**config.mk**
```make
export PLATFORM = sky130hd
export DESIGN_NAME = rle_enc
export DESIGN_NICKNAME = d
export VERILOG_FILES = /design/src/rtl/rle_enc_pkg.sv /design/src/rtl/rle_enc_oreg.sv /design/src/rtl/rle_enc.sv
export SDC_FILE = /design/constraint.sdc
export NUM_CORES = 1
export LEC_CHECK = 0
export ABC_AREA = 1
export ABC_CLOCK_PERIOD_IN_PS = 2050
export CORE_MARGIN = 2
export CORE_UTILIZATION = 49
export CTS_BUF_LIST = sky130_fd_sc_hd__clkbuf_8
export CTS_CLUSTER_SIZE = 25
export DETAILED_ROUTE_END_ITERATION = 6
export PLACE_DENSITY = 0.78
export SLEW_MARGIN = 5
export SYNTH_ARGS = -nofsm -noshare
export SYNTH_HDL_FRONTEND = slang
export SYNTH_HIERARCHICAL = 1
export SYNTH_SLANG_ARGS = --single-unit
export TNS_END_PERCENT = 100
```
**constraint.sdc**
```tcl
create_clock -name clk -period 2.05 [get_ports clk]
set_input_delay 0.41 -clock clk [delete_from_list [all_inputs] [get_ports clk]]
set_output_delay 0.41 -clock clk [all_outputs]
set_load 0.1 [all_outputs]
```
**src/rtl/rle_enc_pkg.sv**
```systemverilog
// rtl/rle_enc_pkg.sv - shared widths, token layout and FSM states for the run-length encoder
package rle_enc_pkg;

   localparam int RLE_SYM_W = 8;
   localparam int RLE_CNT_W = 4;

   // One emitted token: symbol, run length (1..2**CNT_W-1), frame-closing flag
   typedef struct packed {
      logic [RLE_SYM_W-1:0] sym;
      logic [RLE_CNT_W-1:0] len;
      logic                 last;
   } rle_tok_t;

   typedef enum logic [1:0] {
      ST_IDLE  = 2'd0,
      ST_RUN   = 2'd1,
      ST_CLOSE = 2'd2
   } rle_state_t;

endpackage

```
**src/rtl/rle_enc_oreg.sv**
```systemverilog
// rtl/rle_enc_oreg.sv - one-entry valid/ready output register (load, drain, hold)
module rle_enc_oreg
   import rle_enc_pkg::*;
#(
   parameter int DATA_W = RLE_SYM_W + RLE_CNT_W + 1
) (
   input  logic              clk,
   input  logic              arst,
   input  logic              i_load,
   input  logic [DATA_W-1:0] i_data,
   input  logic              i_rdy,
   output logic              o_vld,
   output logic [DATA_W-1:0] o_data
);

   logic              r_vld;
   logic [DATA_W-1:0] r_data;

   // Load wins over drain so a token can replace the one leaving this cycle;
   // the caller only loads when the slot is free, so nothing is overwritten.
   always_ff @(posedge clk or posedge arst) begin
      if (arst) begin
         r_vld  <= 1'b0;
         r_data <= '0;
      end else if (i_load) begin
         r_vld  <= 1'b1;
         r_data <= i_data;
      end else if (i_rdy) begin
         r_vld  <= 1'b0;
      end
   end

   assign o_vld  = r_vld;
   assign o_data = r_data;

endmodule

```
**src/rtl/rle_enc.sv**
```systemverilog
// rtl/rle_enc.sv - run-length encoder top; RLE_ENC_STATS_EN adds token/symbol counters
module rle_enc
   import rle_enc_pkg::*;
#(
   parameter int SYM_W = RLE_SYM_W,
   parameter int CNT_W = RLE_CNT_W
) (
   input  logic             clk,
   input  logic             arst,
   input  logic             in_vld,
   input  logic [SYM_W-1:0] in_sym,
   input  logic             in_last,
   output logic             in_rdy,
   output logic             out_vld,
   output logic [SYM_W-1:0] out_sym,
   output logic [CNT_W-1:0] out_len,
   output logic             out_last,
   input  logic             out_rdy
`ifdef RLE_ENC_STATS_EN
   ,
   output logic [31:0]      stat_tok,
   output logic [31:0]      stat_sym
`endif
);

   localparam int               TOK_W   = SYM_W + CNT_W + 1;
   localparam logic [CNT_W-1:0] MAX_RUN = '1;
   localparam logic [CNT_W-1:0] ONE     = CNT_W'(1);

   rle_state_t       r_state;
   logic [SYM_W-1:0] r_sym;
   logic [CNT_W-1:0] r_cnt;
   logic             r_last;

   logic             w_slot_free;
   logic             w_match;
   logic             w_sat;
   logic             w_extend;
   logic             w_in_rdy;
   logic             w_acc;
   logic             w_load;
   logic [TOK_W-1:0] w_load_data;
   logic [TOK_W-1:0] w_out_data;

   assign w_slot_free = !out_vld | out_rdy;
   assign w_match     = (r_state == ST_RUN) && (in_sym == r_sym);
   assign w_sat       = (r_cnt == MAX_RUN);
   assign w_extend    = w_match & !w_sat;

   // Ready: extending a run never needs the output slot, closing one does;
   // held low while reset is asserted.
   always_comb begin
      w_in_rdy = 1'b0;
      if (!arst) begin
         case (r_state)
            ST_IDLE:  w_in_rdy = 1'b1;
            ST_RUN:   w_in_rdy = w_extend | w_slot_free;
            default:  w_in_rdy = 1'b0;
         endcase
      end
   end

   assign in_rdy = w_in_rdy;
   assign w_acc  = in_vld & w_in_rdy;

   // A run leaves either when a non-extending symbol arrives or when the
   // frame is closing and the slot has room.
   assign w_load      = ((r_state == ST_RUN) && w_acc && !w_extend) ||
                        ((r_state == ST_CLOSE) && w_slot_free);
   assign w_load_data = {r_sym, r_cnt, r_last};

   // Run-register FSM: open, extend, roll over or close the current run.
   always_ff @(posedge clk or posedge arst) begin
      if (arst) begin
         r_state <= ST_IDLE;
         r_sym   <= '0;
         r_cnt   <= '0;
         r_last  <= 1'b0;
      end else begin
         case (r_state)
            ST_IDLE: begin
               if (w_acc) begin
                  r_sym   <= in_sym;
                  r_cnt   <= ONE;
                  r_last  <= in_last;
                  r_state <= in_last ? ST_CLOSE : ST_RUN;
               end
            end
            ST_RUN: begin
               if (w_acc) begin
                  if (w_extend) begin
                     r_cnt <= r_cnt + ONE;
                  end else begin
                     r_sym <= in_sym;
                     r_cnt <= ONE;
                  end
                  r_last <= in_last;
                  if (in_last) r_state <= ST_CLOSE;
               end
            end
            ST_CLOSE: begin
               if (w_slot_free) begin
                  r_cnt   <= '0;
                  r_last  <= 1'b0;
                  r_state <= ST_IDLE;
               end
            end
            default: r_state <= ST_IDLE;
         endcase
      end
   end

   rle_enc_oreg #(.DATA_W(TOK_W)) u_oreg (
      .clk    (clk),
      .arst   (arst),
      .i_load (w_load),
      .i_data (w_load_data),
      .i_rdy  (out_rdy),
      .o_vld  (out_vld),
      .o_data (w_out_data)
   );

   assign {out_sym, out_len, out_last} = w_out_data;

`ifdef RLE_ENC_STATS_EN
   logic [31:0] r_stat_tok;
   logic [31:0] r_stat_sym;

   // Free-running wrap-around handshake counters.
   always_ff @(posedge clk or posedge arst) begin
      if (arst) begin
         r_stat_tok <= '0;
         r_stat_sym <= '0;
      end else begin
         if (out_vld && out_rdy) r_stat_tok <= r_stat_tok + 32'd1;
         if (w_acc)              r_stat_sym <= r_stat_sym + 32'd1;
      end
   end

   assign stat_tok = r_stat_tok;
   assign stat_sym = r_stat_sym;
`endif

endmodule

```
Word level (Yosys, flattened, before mapping)
Index checks and enable logic that the tools add are counted.
{ "classes": {"eq_ne": 10, "bitwise": 4, "n_reduce_logical": 18, "n_mux": 22, "add_sub_neg": 1} }
{ "ops": {"columns": ["operator", "count"], "rows": [
  ["two-way mux 8 bit", 3],
  ["two-way mux 4 bit", 4],
  ["one-hot mux 8 bit (2 select lines)", 1],
  ["one-hot mux 4 bit (3 select lines)", 1],
  ["AND reduction 4 bit", 3],
  ["two-way mux 2 bit", 5],
  ["inequality test 2 bit, second input constant", 5],
  ["== test 8 bit", 1],
  ["one-hot mux 2 bit (3 select lines)", 1],
  ["nonzero test 2 bit", 3],
  ["two-way mux 1 bit", 5],
  ["adder 4 x 1 -> 4 bit, second input constant", 1],
  ["== test 4 bit, second input constant", 1],
  ["logical AND 1 bit", 4],
  ["one-hot mux 1 bit (2 select lines)", 2],
  ["zero test 1 bit", 3],
  ["AND reduction 3 bit", 1],
  ["nonzero test 3 bit", 1],
  ["bitwise AND 1 bit", 2],
  ["== test 2 x 1 -> 1 bit, second input constant", 1],
  ["== test 2 bit, second input constant", 1],
  ["zero test 2 bit", 1],
  ["inequality test 2 x 1 -> 1 bit, second input constant", 1],
  ["bitwise OR 1 bit", 2],
  ["2 further kinds", 2]
]} }
{ "totals": {"elab_cells": 61, "register_bits": 29, "out_inout_bits": 15} }

Logic depth before layout (Yosys ltp)
{ "logic_depth": {"ltp_word": 11, "mapped_depth": 14, "depth_no_buf": 12} }

By module
Netlist, hierarchy kept.
{ "modules_own_cells": {"columns": ["mod", "instances", "seq_area_each_um2", "cells_each", "area_per_inst_um2"], "rows": [
  ["rle_enc", 1, 375.4, 168, 1148.6],
  ["rle_enc_oreg", 1, 350.3, 60, 534.3]
]} }

Least setup slack after synthesis
Ideal clock, no wire load.
{ "synth_timing": {"kind": "reg2out", "start": "reg u_oreg.r_vld (netlist: u_oreg/o_vld)", "end": "out in_rdy", "stages_incl_launch_ff": 6, "slack_ps": -339, "path_buffers": 0, "t_required_ps": 1640, "t_arrival_ps": 1979, "path_cell_list": "dfrtp_1 -> nand2_1 -> nor2_1 -> inv_1 -> o21bai_2 -> and2_1"} }
{ "synth_via": {"elab_chain_cells": 5} }
{ "synth_lines": {"columns": ["element", "line_no", "text"], "rows": [
  ["start, declared", "rle_enc_oreg.sv:16", "logic r_vld;"],
  ["start signal, assigned", "rle_enc_oreg.sv:23", "r_vld <= 1'b0;"],
  ["start signal, assigned", "rle_enc_oreg.sv:26", "r_vld <= 1'b1;"],
  ["start signal, assigned", "rle_enc_oreg.sv:29", "r_vld <= 1'b0;"],
  ["zero test 1 bit", "rle_enc.sv:45", "assign w_slot_free = !out_vld | out_rdy;"],
  ["bitwise OR 1 bit", "rle_enc.sv:45", null],
  ["bitwise OR 1 bit", "rle_enc.sv:57", "ST_RUN: w_in_rdy = w_extend | w_slot_free;"],
  ["one-hot mux 1 bit (2 select lines)", "rle_enc.sv:55", "case (r_state)"],
  ["two-way mux 1 bit", "rle_enc.sv:54", "if (!arst) begin"],
  ["end, declared", "rle_enc.sv:13", "output logic in_rdy,"]
]} }
Every way passes these cells.

Worst setup path after layout
{ "layout_timing": {"start": "reg r_state[0]", "end": "out in_rdy"} }
{ "layout_via": {"elab_chain_cells": 6} }
{ "layout_lines": {"columns": ["element", "line_no", "text"], "rows": [
  ["start, declared", "rle_enc.sv:30", "rle_state_t r_state;"],
  ["start signal, assigned", "rle_enc.sv:86", "r_state <= in_last ? ST_CLOSE : ST_RUN;"],
  ["== test 2 x 1 -> 1 bit", "rle_enc.sv:46, rle_enc.sv:55", null],
  ["logical AND 1 bit", "rle_enc.sv:46", "assign w_match = (r_state == ST_RUN) && (in_sym == r_sym);"],
  ["bitwise AND 1 bit", "rle_enc.sv:48", "assign w_extend = w_match & !w_sat;"],
  ["bitwise OR 1 bit", "rle_enc.sv:57", null],
  ["one-hot mux 1 bit (2 select lines) *", "rle_enc.sv:55", null],
  ["two-way mux 1 bit *", "rle_enc.sv:54", null]
]} }
Mark *: on every way between the ends. The rest lies on a longest branch, timed or not.

==> insert_results.sql <==
INSERT INTO impl_metrics (metric_group, metric, value, unit) VALUES
('finish', 'layout.area.seq', '728', 'um^2'),
('cts', 'tritoncts', 'built', ''),
('pwr', 'swShare', '52.0', '%'),
('pwr', 'share_comb_of_total_power', '63.4', '%'),
('cts', 'htree_levels', '2', ''),
('route', 'dr.pass1.iters', '4', ''),
('synthesis', 'ys_dominant_reg_cell', 'sky130_fd_sc_hd__dfrtp_1', ''),
('pwr', 'peakVddDrop', '0.944', 'mV'),
('global_routing', 'grt_antenna_before_repair', '0', ''),
('timing', 'setup_viol', '1', ''),
('synthesis', 'yosysUniqueCellTypes', '24', ''),
('timing', 'max_clock_freq', '474', 'MHz'),
('timing', 'worst_hold_slack', '0.471', 'ns'),
('critical_path', 'worstSetupEndpointType', 'output port', ''),
('synthesis', 'syn-num-nets', '245', ''),
('place', 'globalplace.congestion', '0.831', ''),
('finish', 'final_nets', '320', ''),
('finish', 'stdcell_area', '2450', 'um^2'),
('timing', 'rsz0062_at_grt', 'true', ''),
('place', 'placement.cell_area', '2110', 'um^2'),
('synthesis', 'fraction_of_the_yosys_area_taken_by_sequential_cells', '43.1', '%'),
('critical_path', 'critical_path_arrival', '1.70', 'ns'),
('finish', 'layout.filler_cells', '281', ''),
('timing', 'final.min_clock_period', '2.11', 'ns'),
('route', 'post-route-drc-count', '0', ''),
('global_routing', 'grt_start_max_net_pins', '17', ''),
('status', 'status', 'finished, violations left', ''),
('place', 'dp_slack', '-0.153', 'ns'),
('synthesis', 'synth_enable_flop_cells', '0', ''),
('hold_path', 'hold_path_class', 'flip-flop to flip-flop', ''),
('global_routing', 'globalRouteTotalUtil', '22.0', '%'),
('timing', 'report.final.hold_viol_count', '0', ''),
('cts', 'cts_sinks', '29', ''),
('pwr', 'switching_power_of_the_nets', '2.00', 'mW'),
('global_routing', 'gr-total-overflow', '0', ''),
('finish', 'layout_common_cells', '92 x sky130_fd_sc_hd__nand2_1, 51 x sky130_fd_sc_hd__buf_4, 34 x sky130_fd_sc_hd__inv_1', ''),
('pwr', 'internal_power', '1.84', 'mW'),
('floorplan', 'coreArea', '3310', 'um^2'),
('pwr', 'power', '3.84', 'mW'),
('route', 'routedWlPerCell', '12.7', 'um'),
('cts', 'buffer_type_at_the_clock_tree_root', 'sky130_fd_sc_hd__clkbuf_8', ''),
('synthesis', 'syn_avg_cell_area', '7.38', 'um^2'),
('timing', 'timing.slew.headroom', '60.7', '%'),
('cts', 'cts-hold-fix-buffers', '0', ''),
('floorplan', 'die_h', '62.6', 'um'),
('route', 'avgViaCountPerCell', '4.89', ''),
('finish', 'layout-drive-gt1-share', '36.5', '%'),
('synthesis', 'ys_seq_elements', '29', ''),
('critical_path', 'sort_of_element_at_the_start_of_the_critical_path', 'flip-flop', ''),
('finish', 'layout_overhead_on_the_synthesized_area', '45.6', '%'),
('place', 'placed_cells_incl_taps', '319', ''),
('synthesis', 'yosysWarningCount', '6', ''),
('pwr', 'seq_power_share', '24.7', '%'),
('floorplan', 'floorplan.initialDensity', '50.8', '%'),
('critical_path', 'critPathRequiredTime', '1.64', 'ns'),
('route', 'ant_nets', '0', ''),
('finish', 'finish.cell_count_without_fillers', '350', ''),
('cts', 'cts_buf_count', '5', ''),
('global_routing', 'grt_first_pass_wirelength', '6590', 'um'),
('synthesis', 'mappedNetlistArea', '1680', 'um^2'),
('critical_path', 'worstPathMaxFanout', '4', ''),
('pwr', 'power.static_leakage', '1.36', 'nW'),
('finish', 'n_antenna_cell', '0', ''),
('timing', 'final.setup.worst_slack', '-0.0604', 'ns'),
('cts', 'clk-insertion-delay-late', '0.29', 'ns'),
('status', 'failing_checks', 'negative setup slack', ''),
('timing', 'timing.final.crit_share', '103', '%'),
('floorplan', 'num_io_pins', '28', ''),
('timing', 'timing.setup.tns', '-0.0604', 'ns'),
('place', 'io_buffers', '27', ''),
('place', 'place_hpwl', '2550', 'um');
[critical path: stages (launching register included)]
cell and delay [ns]:
sky130_fd_sc_hd__dfrtp_1 0.42, sky130_fd_sc_hd__inv_1 0.12, sky130_fd_sc_hd__ha_4 0.20, sky130_fd_sc_hd__nor2_1 0.11
sky130_fd_sc_hd__inv_1 0.08, sky130_fd_sc_hd__o21bai_4 0.18, sky130_fd_sc_hd__and2_4 0.15, sky130_fd_sc_hd__buf_12 0.16
[routing by layer]
metal  global-route usage [%]  up-vias  share of wire, %  wire length [um]
met5                        0        -                 0                 0
met4                     10.8        0               4.5               202
met3                     3.42       18               5.4               238
met2                     36.7       63                48              2140
met1                     27.7      798                42              1860
li1                         -      833                 -                 -
[worst paths after layout]
path | cells after the start | endpoint | startpoint | slack [ns]
min in group asynchronous | 2 | u_oreg/o_data[10] | arst | 0.57
worst min-delay path | 2 | u_oreg/o_data[2] | u_oreg/o_data[2] | 0.47
worst max register to register | 17 | r_cnt[2] | r_sym[1] | 0.04
worst min register to register | 2 | u_oreg/o_data[2] | u_oreg/o_data[2] | 0.47
max in group asynchronous | 2 | r_sym[7] | arst | 1.04
worst max-delay path | 7 | in_rdy | r_state[0] | -0.06
[cell usage after synthesis (2+ instances only)]
library cell	number	area [um^2]
sky130_fd_sc_hd__nand2_1	99	372
sky130_fd_sc_hd__inv_1	36	135
sky130_fd_sc_hd__dfrtp_1	29	726
sky130_fd_sc_hd__nor2_1	16	60.1
sky130_fd_sc_hd__nand3_1	9	45.0
sky130_fd_sc_hd__o21ai_2	8	70.1
sky130_fd_sc_hd__ha_1	4	50.1
sky130_fd_sc_hd__nor2_2	4	25.0
sky130_fd_sc_hd__nand2_2	3	18.8
sky130_fd_sc_hd__inv_2	2	7.51
sky130_fd_sc_hd__nand2_4	2	22.5
sky130_fd_sc_hd__nand3_2	2	20.0
sky130_fd_sc_hd__nor3_1	2	10.0
sky130_fd_sc_hd__o21ai_0	2	10.0
[layout make-up]
| cell class | count | area share (%) |
|---|---|---|
| Multi-Input combinational cell | 158 | 34.5 |
| Sequential cell | 29 | 29.7 |
| Timing Repair Buffer | 71 | 24.2 |
| Inverter | 38 | 5.82 |
| Clock buffer | 5 | 2.81 |
| Tap cell | 46 | 2.35 |
| Clock inverter | 3 | 0.562 |
[cell families (layout without fill, tap and decap cells)]
logic type	count (synthesis)	count (layout)	share of synthesized area (%)
xor gates and xnor gates	1	1	0.521
adders and majority gates	4	4	2.97
DFF	29	29	43.1
buffers and inverters	41	117	10.8
AOI/OAI and AO/OA	13	13	6.54
and+or+nand+nor	140	140	36.1
[state kept, by name, indices dropped and copies added, names as in the netlist]
| signal | count |
|---|---|
| r_sym | 8 |
| u_oreg/o_vld | 1 |
| r_cnt | 4 |
| r_last | 1 |
| r_state | 2 |
| u_oreg/o_data | 13 |
[power groups by stage]
| stage | clock (mW) | sequential (mW) | combinational, mW |
|---|---|---|---|
| floorplan | 0 | 1.56 | 0.918 |
| detailed placement | 0 | 0.946 | 2.02 |
| global placement | 0 | 0.937 | 1.99 |
| CTS | 0.461 | 0.939 | 2.23 |
| global route | 0.484 | 0.979 | 2.60 |
| finish | 0.456 | 0.949 | 2.44 |
[repair_timing]
action / 4_1_cts / 5_1_grt
resized for setup: 22 / 17
setup buffers: 18 / 5
pin swaps: 9 / 6
endpoints found under the setup margin: 1 / 3
(Power assumes the default switching activity.)
